--- config.mk ---
export PLATFORM = sky130hd
export DESIGN_NAME = color_sense_sequencer
export DESIGN_NICKNAME = d
export VERILOG_FILES = /design/src/rtl/color_sense_sequencer_pkg.sv /design/src/rtl/color_sense_sequencer_classifier.sv /design/src/rtl/color_sense_sequencer.sv
export SDC_FILE = /design/constraint.sdc
export NUM_CORES = 1
export LEC_CHECK = 0
export ABC_CLOCK_PERIOD_IN_PS = 4800
export BUFFER_PORTS_ARGS = -buffer_cell sky130_fd_sc_hd__buf_2
export CAP_MARGIN = 20
export CORE_MARGIN = 10
export CORE_UTILIZATION = 60
export CTS_BUF_LIST = sky130_fd_sc_hd__clkbuf_16
export DETAILED_ROUTE_END_ITERATION = 6
export PLACE_DENSITY = 0.81
export SYNTH_ARGS = -nofsm -noshare
export SYNTH_HDL_FRONTEND = slang
export SYNTH_HIERARCHICAL = 1
export SYNTH_SLANG_ARGS = --single-unit
--- constraint.sdc ---
create_clock -name CLK -period 4.8 [get_ports CLK]
set_input_delay 0.96 -clock CLK [delete_from_list [all_inputs] [get_ports CLK]]
set_output_delay 0.96 -clock CLK [all_outputs]
set_load 0.02 [all_outputs]
--- src/rtl/color_sense_sequencer_pkg.sv ---
// Shared types and constants for the TCS3200 colour-sense sequencer:
// FSM states, filter-select encodings, colour codes and the count width.
package color_pkg;

    localparam int FREQ_W = 10;

    typedef enum logic [2:0] {
        ST_IDLE,
        ST_SETTLE,
        ST_COUNT,
        ST_NEXT,
        ST_CLASSIFY
    } state_t;

    typedef enum logic [1:0] {
        CH_RED,
        CH_GREEN,
        CH_BLUE
    } chan_t;

    // {S2,S3} filter select values for the TCS3200.
    localparam logic [1:0] FILT_RED   = 2'b00;
    localparam logic [1:0] FILT_GREEN = 2'b11;
    localparam logic [1:0] FILT_BLUE  = 2'b01;
    localparam logic [1:0] FILT_CLEAR = 2'b10;

    localparam logic [1:0] COLOR_NONE  = 2'd0;
    localparam logic [1:0] COLOR_RED   = 2'd1;
    localparam logic [1:0] COLOR_GREEN = 2'd2;
    localparam logic [1:0] COLOR_BLUE  = 2'd3;

endpackage

--- src/rtl/color_sense_sequencer_classifier.sv ---
// Combinational winner-take-all over the three channel counts; ties go to
// the earlier channel (red, then green, then blue), dim scenes report none.
module color_classifier
    import color_pkg::*;
(
    input  logic [FREQ_W-1:0] red,
    input  logic [FREQ_W-1:0] green,
    input  logic [FREQ_W-1:0] blue,
    input  logic [FREQ_W-1:0] min_count,
    output logic [1:0]        color
);

    logic [1:0]        win_code;
    logic [FREQ_W-1:0] win_val;

    always_comb begin
        win_code = COLOR_RED;
        win_val  = red;
        // Strict greater-than keeps the earlier channel on a tie.
        if (green > win_val) begin
            win_code = COLOR_GREEN;
            win_val  = green;
        end
        if (blue > win_val) begin
            win_code = COLOR_BLUE;
            win_val  = blue;
        end
        color = (win_val < min_count) ? COLOR_NONE : win_code;
    end

endmodule

--- src/rtl/color_sense_sequencer.sv ---
// Steps the TCS3200 through red/green/blue, runs one frequency-counter window
// per channel after a settle delay, latches the counts and classifies them.
module color_sense_sequencer
    import color_pkg::*;
#(
    parameter int unsigned        SETTLE_CYCLES  = 100_000,
    parameter int unsigned        TIMEOUT_CYCLES = 8_000_000,
    parameter logic [FREQ_W-1:0]  MIN_COUNT      = 10'd20
) (
    input  logic              CLK,
    input  logic              Reset,
    input  logic              Measure,
    input  logic [FREQ_W-1:0] Freq,
    input  logic              Finished,
    output logic              Start,
    output logic              S2,
    output logic              S3,
    output logic [FREQ_W-1:0] RedFreq,
    output logic [FREQ_W-1:0] GreenFreq,
    output logic [FREQ_W-1:0] BlueFreq,
    output logic [1:0]        Color,
    output logic              ColorValid,
    output logic              Busy,
    output logic              Timeout
);

    localparam int SETTLE_W  = $clog2(SETTLE_CYCLES + 1);
    localparam int TIMEOUT_W = $clog2(TIMEOUT_CYCLES + 1);
    localparam logic [SETTLE_W-1:0]  SETTLE_LOAD  = SETTLE_W'(SETTLE_CYCLES);
    localparam logic [TIMEOUT_W-1:0] TIMEOUT_LOAD = TIMEOUT_W'(TIMEOUT_CYCLES);

    state_t                state, state_next;
    chan_t                 ch, ch_next;
    logic [SETTLE_W-1:0]   settle_cnt, settle_next;
    logic [TIMEOUT_W-1:0]  tmo_cnt, tmo_next;
    logic                  first_cycle, first_next;
    logic [1:0]            filt, filt_next;
    logic [FREQ_W-1:0]     red_next, green_next, blue_next;
    logic [1:0]            color_next, class_color;
    logic                  valid_next, timeout_next, start_next, busy_next;

    color_classifier u_classifier (
        .red       (RedFreq),
        .green     (GreenFreq),
        .blue      (BlueFreq),
        .min_count (MIN_COUNT),
        .color     (class_color)
    );

    assign S2 = filt[1];
    assign S3 = filt[0];

    always_ff @(posedge CLK or posedge Reset) begin
        if (Reset) begin
            state       <= ST_IDLE;
            ch          <= CH_RED;
            settle_cnt  <= '0;
            tmo_cnt     <= '0;
            first_cycle <= 1'b0;
            filt        <= 2'b00;
            RedFreq     <= '0;
            GreenFreq   <= '0;
            BlueFreq    <= '0;
            Color       <= COLOR_NONE;
            ColorValid  <= 1'b0;
            Timeout     <= 1'b0;
            Start       <= 1'b0;
            Busy        <= 1'b0;
        end else begin
            state       <= state_next;
            ch          <= ch_next;
            settle_cnt  <= settle_next;
            tmo_cnt     <= tmo_next;
            first_cycle <= first_next;
            filt        <= filt_next;
            RedFreq     <= red_next;
            GreenFreq   <= green_next;
            BlueFreq    <= blue_next;
            Color       <= color_next;
            ColorValid  <= valid_next;
            Timeout     <= timeout_next;
            Start       <= start_next;
            Busy        <= busy_next;
        end
    end

    always_comb begin
        state_next   = state;
        ch_next      = ch;
        settle_next  = settle_cnt;
        tmo_next     = tmo_cnt;
        first_next   = 1'b0;
        filt_next    = filt;
        red_next     = RedFreq;
        green_next   = GreenFreq;
        blue_next    = BlueFreq;
        color_next   = Color;
        valid_next   = 1'b0;
        timeout_next = Timeout;

        case (state)
            ST_IDLE: begin
                if (Measure) begin
                    ch_next      = CH_RED;
                    filt_next    = FILT_RED;
                    timeout_next = 1'b0;
                    settle_next  = SETTLE_LOAD;
                    state_next   = ST_SETTLE;
                end
            end
            ST_SETTLE: begin
                if (settle_cnt == '0) begin
                    tmo_next   = TIMEOUT_LOAD;
                    first_next = 1'b1;
                    state_next = ST_COUNT;
                end else begin
                    settle_next = settle_cnt - SETTLE_W'(1);
                end
            end
            ST_COUNT: begin
                // A Finished seen on the first COUNT cycle is left over from
                // the previous window; the counter only clears it after Start rises.
                if (Finished && !first_cycle) begin
                    case (ch)
                        CH_RED:   red_next   = Freq;
                        CH_GREEN: green_next = Freq;
                        default:  blue_next  = Freq;
                    endcase
                    state_next = ST_NEXT;
                end else if (tmo_cnt <= TIMEOUT_W'(1)) begin
                    case (ch)
                        CH_RED:   red_next   = '0;
                        CH_GREEN: green_next = '0;
                        default:  blue_next  = '0;
                    endcase
                    timeout_next = 1'b1;
                    state_next   = ST_NEXT;
                end else begin
                    tmo_next = tmo_cnt - TIMEOUT_W'(1);
                end
            end
            ST_NEXT: begin
                case (ch)
                    CH_RED: begin
                        ch_next     = CH_GREEN;
                        filt_next   = FILT_GREEN;
                        settle_next = SETTLE_LOAD;
                        state_next  = ST_SETTLE;
                    end
                    CH_GREEN: begin
                        ch_next     = CH_BLUE;
                        filt_next   = FILT_BLUE;
                        settle_next = SETTLE_LOAD;
                        state_next  = ST_SETTLE;
                    end
                    default: begin
                        // All three counts are registered by now.
                        color_next = class_color;
                        valid_next = 1'b1;
                        state_next = ST_CLASSIFY;
                    end
                endcase
            end
            ST_CLASSIFY: begin
                filt_next  = FILT_CLEAR;
                state_next = ST_IDLE;
            end
            default: begin
                state_next = ST_IDLE;
            end
        endcase

        start_next = (state_next == ST_COUNT);
        busy_next  = (state_next != ST_IDLE);
    end

endmodule

==> results.yml, run 1 <==
route:
  drt_iter0_drc: 367
  first_pass_iters: 5
  ant_nets: 0
  drt-total-wl_um: 14400
  route.detailed.drc: 0
  vias_per_cell: 6.44
  wire_per_inst_um: 19.1
  num_vias: 4859
logic_synthesis:
  synth.avg_cell_area_um2: 9.18
  synth_seq_area_share_pct: 40.8
  yosys_warnings: 6
  synth_area_mm2: 0.00515
  synth-seq-cells: 84
  synth_edf_count: 0
  synth_cell_types: 65
  ys_async_sr_fraction_pct: 100
  ys.flop_type: "dfrtp_1"
  synthCells: 561
run:
  maxCapViolCount: 0
worst_setup_path:
  critical_path.max_fanout: 9
  critPathArrivalTime_ns: 4.97
  path_buf_inv: 4
  cpLargestDelayFamily: "compound AO/OA/AOI/OAI gates"
  end_kind: "flip-flop"
  crit_slowest_cell: "dfrtp_1"
  crit_chain: "inv_2, ha_1, nand4_1, a211o_1, buf_4, o2111ai_1, o211ai_1, inv_1, ha_1, and4_1, and3_4, a211oi_2, a21o_1, buf_6, mux2_2, ha_4, a22oi_2, o211a_1, nor2_2, nor3_2, a211oi_2, nand2_1, nand2_1"
  crit_required_ns: 5.03
  critical_path_class: "reg -> reg"
  startpoint_type: "flip-flop"
  cpPeakStageDelay_ns: 0.40
timing:
  hold_viol: 0
  slew_headroom_pct: 26.8
  final-setup-viol-count: 0
  timing.final.ws_setup_ns: 0.0575
  fin_skew_ns: 0.00599
  layout_min_cycle_time_ns: 4.74
  fin_hold_ws_ns: 0.498
  timing.final.crit_share_pct: 98.8
  fmax_mhz: 211
  tightest_slew_ns: 1.07
  fin_setup_tns_ns: 0
  drv_slew: 0
floorplanning:
  die_w_um: 113
  ioPinCount: 52
  die-height_um: 113
  dieArea_mm2: 0.0127
  initial_core_util_pct: 62.1
  rows: 33
  core-area_mm2: 0.00830
global_route:
  antenna_found_initial: 0
  overflow: 0
  grt_start_max_net_pins: 59
  grt_pass1_wl_um: 22900
  grt_pass1_vias: 4648
  grt.total_usage_pct: 21.6
power_and_ir_drop:
  power_mw: 1.82
  power.share.clock_pct: 39.5
  ir_drop_uv: 231
  p_comb_share_pct: 14.8
  p_leak_nw: 2.81
  switching_power_mw: 0.523
  p_int_mw: 1.30
  seqPwrFrac_pct: 45.7
  power.density_mw_per_mm2: 290
  sw_frac_of_total_pct: 28.7
layout:
  nNetsFinal: 690
  final_util_pct: 75.7
  fin_area_mm2: 0.00628
  antenna_cells: 0
  layout-drive-gt1-share_pct: 24.3
  fin_cells: 754
  areaGrowthSynthToFinish_pct: 22.0
status:
  status: "finished clean"
placed_design:
  io_buffers: 51
  place_area_mm2: 0.00561
  gp_congestion: 1.01
  dp_slack_ns: -0.0856
  hpwlAfterDp_um: 9660
  placedCellCount: 722
hold_path:
  hold_path.class: "reg -> reg"
cts:
  htreeDepth: 3
  cts_sinks: 84
  cts_buffer_depth: 2
  clk_latency_ns: 0.34
  clk_pin_slew_worst_paths_ns: 0.07
  root_buffer: "clkbuf_16"
  cts_hold_buf: 0
  cts-buffers-inserted: 9
  cts_tree: "yes"
-- cells in the final DEF, fill, tap and decap left out, drive strengths merged, types with 3 or more instances in the layout --
cell,n
a211o,3
and2,4
mux2,10
inv,50
o2bb2ai,10
a22o,21
o21ai,33
buf,83
xnor2,4
a21o,6
and4,3
nand4,10
ha,32
nand2b,4
a2111oi,3
nand2,64
o31ai,7
and3,7
dfrtp,84
nor2,29
o2111ai,10
nor3b,4
or4,6
a211oi,5
a21oi,21
conb,10
or2,3
o211ai,12
nand3,20
nor4,10
clkbuf,9
nor3,15
clkinv,3
o21bai,3
o21a,4
mux2i,6
or3,16
-- flip-flops by register name, summed over array words and instances (netlist names), 2 cells and up --
name and flops:
settle_cnt 17, Color 2, tmo_cnt 23, GreenFreq 10
RedFreq 10, state 3, BlueFreq 10, filt 2
ch 2
-- area by class of cell --
class | count | area (um2)
Multi-Input combinational cell | 418 | 3040
Sequential cell | 84 | 2100
Fill cell | 565 | 2020
Timing Repair Buffer | 83 | 519
Clock buffer | 9 | 225
Inverter | 48 | 181
Tap cell | 105 | 131
Clock inverter | 7 | 81.3
-- layer usage --
layer / global-route usage (%) / vias to the layer above / wire length, um
met5: 0 / - / 0
met4: 10.2 / 0 / 500
met3: 3.78 / 43 / 920
met2: 36.7 / 204 / 7250
met1: 25.8 / 2361 / 5740
li1: - / 2251 / -
-- worst min-delay path, delay by kind of cell, from the launching register on --
family | cells | cell delay, ns
DFF | 1 | 0.36
and+or+nand+nor | 2 | 0.11
-- power groups by stage --
stage	sequential [mW]	combinational, mW	clock, mW
after floorplan	0.833	0.169	0
after global placement	0.840	0.219	0
after detailed placement	0.842	0.229	0
after CTS	0.830	0.234	0.727
after global routing	0.844	0.301	0.753
final	0.833	0.270	0.720
-- logic make-up (layout without fill, tap and decap cells) --
| family | after synthesis | in the layout | share of synthesized area [%] |
|---|---|---|---|
| and+or+nand+nor | 203 | 203 | 20.9 |
| AOI/OAI and AO/OA | 152 | 153 | 21.2 |
| DFF | 84 | 84 | 40.8 |
| buffers and inverters | 68 | 147 | 5.20 |
| adders and majority gates | 32 | 32 | 7.77 |
| muxes | 16 | 16 | 3.35 |
| xor gates and xnor gates | 4 | 4 | 0.680 |
| other | 2 | 10 | 0.146 |
-- cell usage after synthesis, types with 3 or more instances --
cell,instances,share of area (%)
a21o_1,6,0.87
nand4_1,10,1.2
and4_1,3,0.51
a211oi_1,4,0.58
or4_1,4,0.58
nor2_1,29,2.1
or3_1,15,1.8
a22o_1,21,3.6
mux2_2,10,2.2
o211ai_1,11,1.6
and2_1,3,0.36
o21ai_0,30,2.9
nand3_2,3,0.58
o21a_1,4,0.58
nand2b_1,4,0.49
clkbuf_1,14,1.0
nor4_1,10,1.2
nand3_1,17,1.7
inv_1,48,3.5
mux2i_1,6,1.2
nand2_1,64,4.7
buf_2,3,0.29
and3_1,7,0.85
a211o_1,3,0.51
o2bb2ai_1,10,1.7
o21bai_1,3,0.44
o31ai_1,7,1.0
or2_2,3,0.36
nor3_1,15,1.5
o21ai_1,3,0.29
o2111ai_1,10,1.7
ha_1,32,7.8
a2111oi_0,3,0.51
dfrtp_1,84,41
a21oi_1,21,2.0
xnor2_1,4,0.68
-- worst paths after layout --
kind	end	startpoint	slack (ns)	cells past startpoint
worst max-delay path	Color[0]	RedFreq[6]	0.06	23
worst min-delay path	Color[1]	Color[1]	0.50	2
worst max register to register	Color[0]	RedFreq[6]	0.06	23
worst min register to register	Color[1]	Color[1]	0.50	2
max in group asynchronous	state[1]	Reset	3.24	4
min in group asynchronous	Color[1]	Reset	0.60	2
-- timing repair --
action | in CTS | in global routing
gates cloned | 0 | 1
setup endpoints to repair | 2 | 2
buffers inserted | 3 | 11
resized for setup | 0 | 37
pin swaps | 2 | 20
Power figures use the tool's default switching activity.
==> run 2, diff against run 1 <==
- ABC_CLOCK_PERIOD_IN_PS: 4800 -> 5800
- CORE_UTILIZATION: 60 -> 64
- PLACE_DENSITY: 0.81 -> 0.86
- clock period: 4.8 -> 5.8 ns (I/O delays scaled with it)
==> results.yml, run 2 (synthesized netlist as in run 1, its figures left out) <==
timing:
  fin_skew_ns: 0.00641
  final-setup-viol-count: 0
  timing.final.crit_share_pct: 90.5
  rsz0062_at_grt: "no"
  tightest_slew_ns: 1.03
  slew_headroom_pct: 31.5
  fin_setup_tns_ns: 0
  fin_hold_ws_ns: 0.487
  timing.final.ws_setup_ns: 0.552
  fmax_mhz: 191
  drv_slew: 0
  hold_viol: 0
  layout_min_cycle_time_ns: 5.25
worst_setup_path:
  critPathArrivalTime_ns: 5.49
  critical_path_class: "reg -> reg"
  crit_required_ns: 6.04
  critical_path.max_fanout: 13
  startpoint_type: "flip-flop"
  end_kind: "flip-flop"
route:
  vias_per_cell: 6.46
  first_pass_iters: 5
  drt_iter0_drc: 319
  route.detailed.drc: 0
  wire_per_inst_um: 19.0
  drt-total-wl_um: 13700
  ant_nets: 0
  num_vias: 4661
placed_design:
  dp_slack_ns: 0.726
  hpwlAfterDp_um: 9670
  io_buffers: 51
  gp_congestion: 0.979
power_and_ir_drop:
  p_comb_share_pct: 12.5
  p_int_mw: 1.14
  sw_frac_of_total_pct: 27.1
  power.share.clock_pct: 43.4
  ir_drop_uv: 194
  power.density_mw_per_mm2: 266
  seqPwrFrac_pct: 44.1
  switching_power_mw: 0.423
  p_leak_nw: 2.66
cts:
  cts-buffers-inserted: 9
  cts_sinks: 84
  htreeDepth: 3
  root_buffer: "clkbuf_16"
  clk_pin_slew_worst_paths_ns: 0.07
  cts_resized: 0
  clk_latency_ns: 0.34
  cts_tree: "yes"
  cts_buffer_depth: 2
  cts_setup_buffers: 0
  cts_hold_buf: 0
floorplanning:
  dieArea_mm2: 0.0120
  die_w_um: 110
  rows: 32
  ioPinCount: 52
  die-height_um: 110
  core-area_mm2: 0.00777
  initial_core_util_pct: 66.3
status:
  status: "finished clean"
global_route:
  grt_pass1_vias: 4497
  grt_start_max_net_pins: 85
  grt.total_usage_pct: 23.2
  overflow: 0
  antenna_found_initial: 0
  grt_pass1_wl_um: 22500
layout:
  regMostFlops: "tmo_cnt"
  antenna_cells: 0
  layout-drive-gt1-share_pct: 16.3
  final_common_cell: "dfrtp_1"
  nNetsFinal: 661
  final_cell_mix: "84 x dfrtp_1, 64 x nand2_1, 51 x buf_2"
  areaGrowthSynthToFinish_pct: 14.1
  reg_top3: "tmo_cnt x23, settle_cnt x17"
  largest_reg_flops: 23
hold_path:
  hold_path.class: "reg -> reg"
run:
  maxCapViolCount: 0
run 2: power groups by stage:
stage / logic [mW] / clock network [mW] / registers (mW)
final: 0.196 / 0.678 / 0.689
after global routing: 0.221 / 0.704 / 0.697
after CTS: 0.191 / 0.680 / 0.688
after detailed placement: 0.188 / 0 / 0.698
after global placement: 0.180 / 0 / 0.695
after floorplan: 0.140 / 0 / 0.690
run 2: layer usage:
layer | vias up | share of wire, % | global-route usage (%)
li1 | 2176 | - | -
met1 | 2249 | 40 | 27.7
met2 | 194 | 50 | 40.4
met3 | 42 | 7.4 | 4.39
met4 | 0 | 3.0 | 9.29
met5 | - | 0 | 0
run 2: through the flow:
stage	std cells	total power, mW	area (um2)	util (%)
floorplan	569	0.830	5180	-
global placement	705	0.875	5500	70.8
detailed placement	705	0.886	5500	70.8
CTS	721	1.56	5850	75.3
global route	722	1.62	5870	75.6
finish	722	1.56	5870	75.6
run 2: path summary, 6_finish.rpt:
kind                       startpoint           to  slack [ns]  depth (start not counted)
setup / recovery           RedFreq[9]     Color[0]        0.55                         22
min in group asynchronous       Reset   tmo_cnt[0]        0.78                          3
hold reg to reg              Color[0]     Color[0]        0.49                          2
setup reg to reg           RedFreq[9]     Color[0]        0.55                         22
max in group asynchronous       Reset  tmo_cnt[18]        4.40                          4
hold / removal               Color[0]     Color[0]        0.49                          2
run 2: layout make-up:
class	instances	area [um2]
inverter	48	181
multi-input combinational	417	2810
clock inverter	7	123
tap	102	128
sequential	84	2100
clock buffer	9	225
fill	553	1890
timing repair buffer	55	305
run 2: critical path: stages (launching register included):
cell and delay [ns]:
dfrtp_1 0.39, inv_1 0.08, ha_1 0.32, nand4_1 0.10, buf_4 0.18, a211o_1 0.37, o2111a_1 0.33, o211ai_1 0.38
inv_1 0.08, ha_1 0.31, and3_1 0.22, a22o_1 0.25, o21ai_0 0.24, a21o_1 0.41, mux2_2 0.39, ha_1 0.20
a22oi_1 0.19, o211a_1 0.20, nor2_1 0.05, nor3_1 0.25, a211oi_1 0.08, nand2_1 0.08, nand2_1 0.05
==> run 3, diff against run 2 <==
- CORE_UTILIZATION: 64 -> 45
- PLACE_DENSITY: 0.86 -> not set
==> results.yml, run 3 (synthesized netlist as in run 1, its figures left out) <==
cts:
  htreeDepth: 3
  cts-buffers-inserted: 9
  cts_resized: 0
  clk_pin_slew_worst_paths_ns: 0.06
  cts_sinks: 84
  cts_buffer_depth: 2
  root_buffer: "clkbuf_16"
  clk_latency_ns: 0.34
  cts_tree: "yes"
placed_design:
  io_buffers: 51
  hpwlAfterDp_um: 9950
  gp_congestion: 0.908
worst_setup_path:
  startpoint_type: "flip-flop"
  crit_start: "RedFreq[9]"
  critical_path.max_fanout: 12
  crit_required_ns: 6.03
  critical_path_class: "reg -> reg"
  r2r-start: "RedFreq[9]"
  end_kind: "flip-flop"
  critPathArrivalTime_ns: 5.57
  rr_worst_depth: 21
floorplanning:
  die-height_um: 127
  dieArea_mm2: 0.0161
  initial_core_util_pct: 45.5
  die_w_um: 127
  ioPinCount: 52
  rows: 39
  core-area_mm2: 0.0113
timing:
  timing.final.crit_share_pct: 92.1
  drv_slew: 0
  fmax_mhz: 187
  fin_setup_tns_ns: 0
  layout_min_cycle_time_ns: 5.34
  final-setup-viol-count: 0
  slew_headroom_pct: 34.6
  hold_viol: 0
  rsz0062_at_grt: "no"
  fin_skew_ns: 0.00649
  tightest_slew_ns: 0.979
global_route:
  grt_start_max_net_pins: 85
  grt_pass1_vias: 4510
  grt.total_usage_pct: 17.0
  overflow: 0
  antenna_found_initial: 0
  grt_pass1_wl_um: 22600
route:
  drt_iter0_drc: 260
  first_pass_iters: 4
  wl_met3_um: 615
  drt-total-wl_um: 13600
  vias_per_cell: 5.94
  wire_per_inst_um: 17.8
  ant_nets: 0
  met1_length_um: 5660
  wl_met2_um: 6760
  num_vias: 4535
  route.detailed.drc: 0
  maxUsedRoutingLayer: "met4"
layout:
  fill_cells: 1077
  final_cell_mix: "84 x dfrtp_1, 64 x nand2_1, 51 x buf_2"
  antenna_cells: 0
  areaGrowthSynthToFinish_pct: 14.6
  final_util_pct: 52.1
  largest_reg_flops: 23
  final_common_cell: "dfrtp_1"
  nNetsFinal: 662
  regMostFlops: "tmo_cnt"
  reg_top3: "tmo_cnt x23, settle_cnt x17"
  layout-drive-gt1-share_pct: 16.4
power_and_ir_drop:
  seqPwrFrac_pct: 46.1
  ir_drop_uv: 237
  switching_power_mw: 0.404
  p_leak_nw: 2.66
  power.share.clock_pct: 41.1
  p_int_mw: 1.09
  power.density_mw_per_mm2: 254
  sw_frac_of_total_pct: 27.0
  p_comb_share_pct: 12.8
status:
  status: "finished clean"
hold_path:
  hold_path.class: "reg -> reg"
  min-delay-start: "Color[0]"
  whs_path_depth: 2
run:
  maxCapViolCount: 0
[run 3: cell types whose count changed in the layout (fill, tap and decap cells not counted)]
cell,change
clkinv_4,+1
bufinv_16,-1
clkinv_2,+3
clkinvlp_4,-1
buf_4,+1
inv_6,-2
[run 3: per-layer routing]
metal / GRT usage (%) / vias to the layer above
li1: - / 2173
met1: 19.7 / 2220
met2: 28.4 / 103
met3: 3.85 / 39
met4: 9.24 / 0
met5: 0 / -
[run 3: through the flow]
step                worst slack [ns]  area (um2)  power, mW  instances  hold slack, ns
floorplan                       1.19        5180      0.830        569           0.473
global placement               0.593        5540      0.880        745           0.473
detailed placement             0.395        5540      0.889        745           0.471
CTS                            0.367        5860       1.51        761           0.491
global route                   0.104        5900       1.57        764           0.520
finish                         0.460        5900       1.50        764           0.488
[run 3: path summary, 6_finish.rpt]
check	slack [ns]	endpoint
worst max-delay path	0.46	Color[1]
worst min-delay path	0.49	Color[0]
worst max register to register	0.46	Color[1]
worst min register to register	0.49	Color[0]
max in group asynchronous	4.37	RedFreq[6]
min in group asynchronous	0.83	tmo_cnt[2]
[run 3: worst max-delay path, stage by stage, from the launching register on]
cell and delay, ns:
dfrtp_1 0.39, inv_1 0.08, ha_1 0.31, nand4_1 0.28
a211o_1 0.45, o2111a_1 0.34, o211ai_1 0.41, inv_1 0.09
ha_1 0.31, and3_1 0.19, and3_1 0.19, a211oi_1 0.26
a21o_1 0.41, mux2_2 0.38, ha_1 0.20, a22oi_1 0.19
o211a_1 0.20, nor2_1 0.05, nor3_1 0.25, a211oi_1 0.08
nand2_1 0.09, nand2_1 0.05
[run 3: power by group through the flow]
stage	clock, mW	combinational (mW)	sequential (mW)
2_1_floorplan	0	0.140	0.690
3_3_place_gp	0	0.183	0.697
3_5_place_dp	0	0.190	0.699
4_1_cts	0.632	0.189	0.689
5_1_grt	0.653	0.218	0.698
6_report	0.615	0.191	0.690
[run 3: repair_timing]
action / in CTS / in global routing
setup endpoints to repair: 0 / 2
hold buffers: 0 / 0
setup buffers: 0 / 2
[run 3: area by class of cell]
cell class,instances,area (um2),area share [%]
Multi-Input combinational cell,417,2810,47.6
Clock buffer,9,225,3.82
Tap cell,143,179,3.03
Inverter,48,181,3.07
Sequential cell,84,2100,35.6
Clock inverter,7,91.3,1.55
Timing Repair Buffer,56,313,5.30
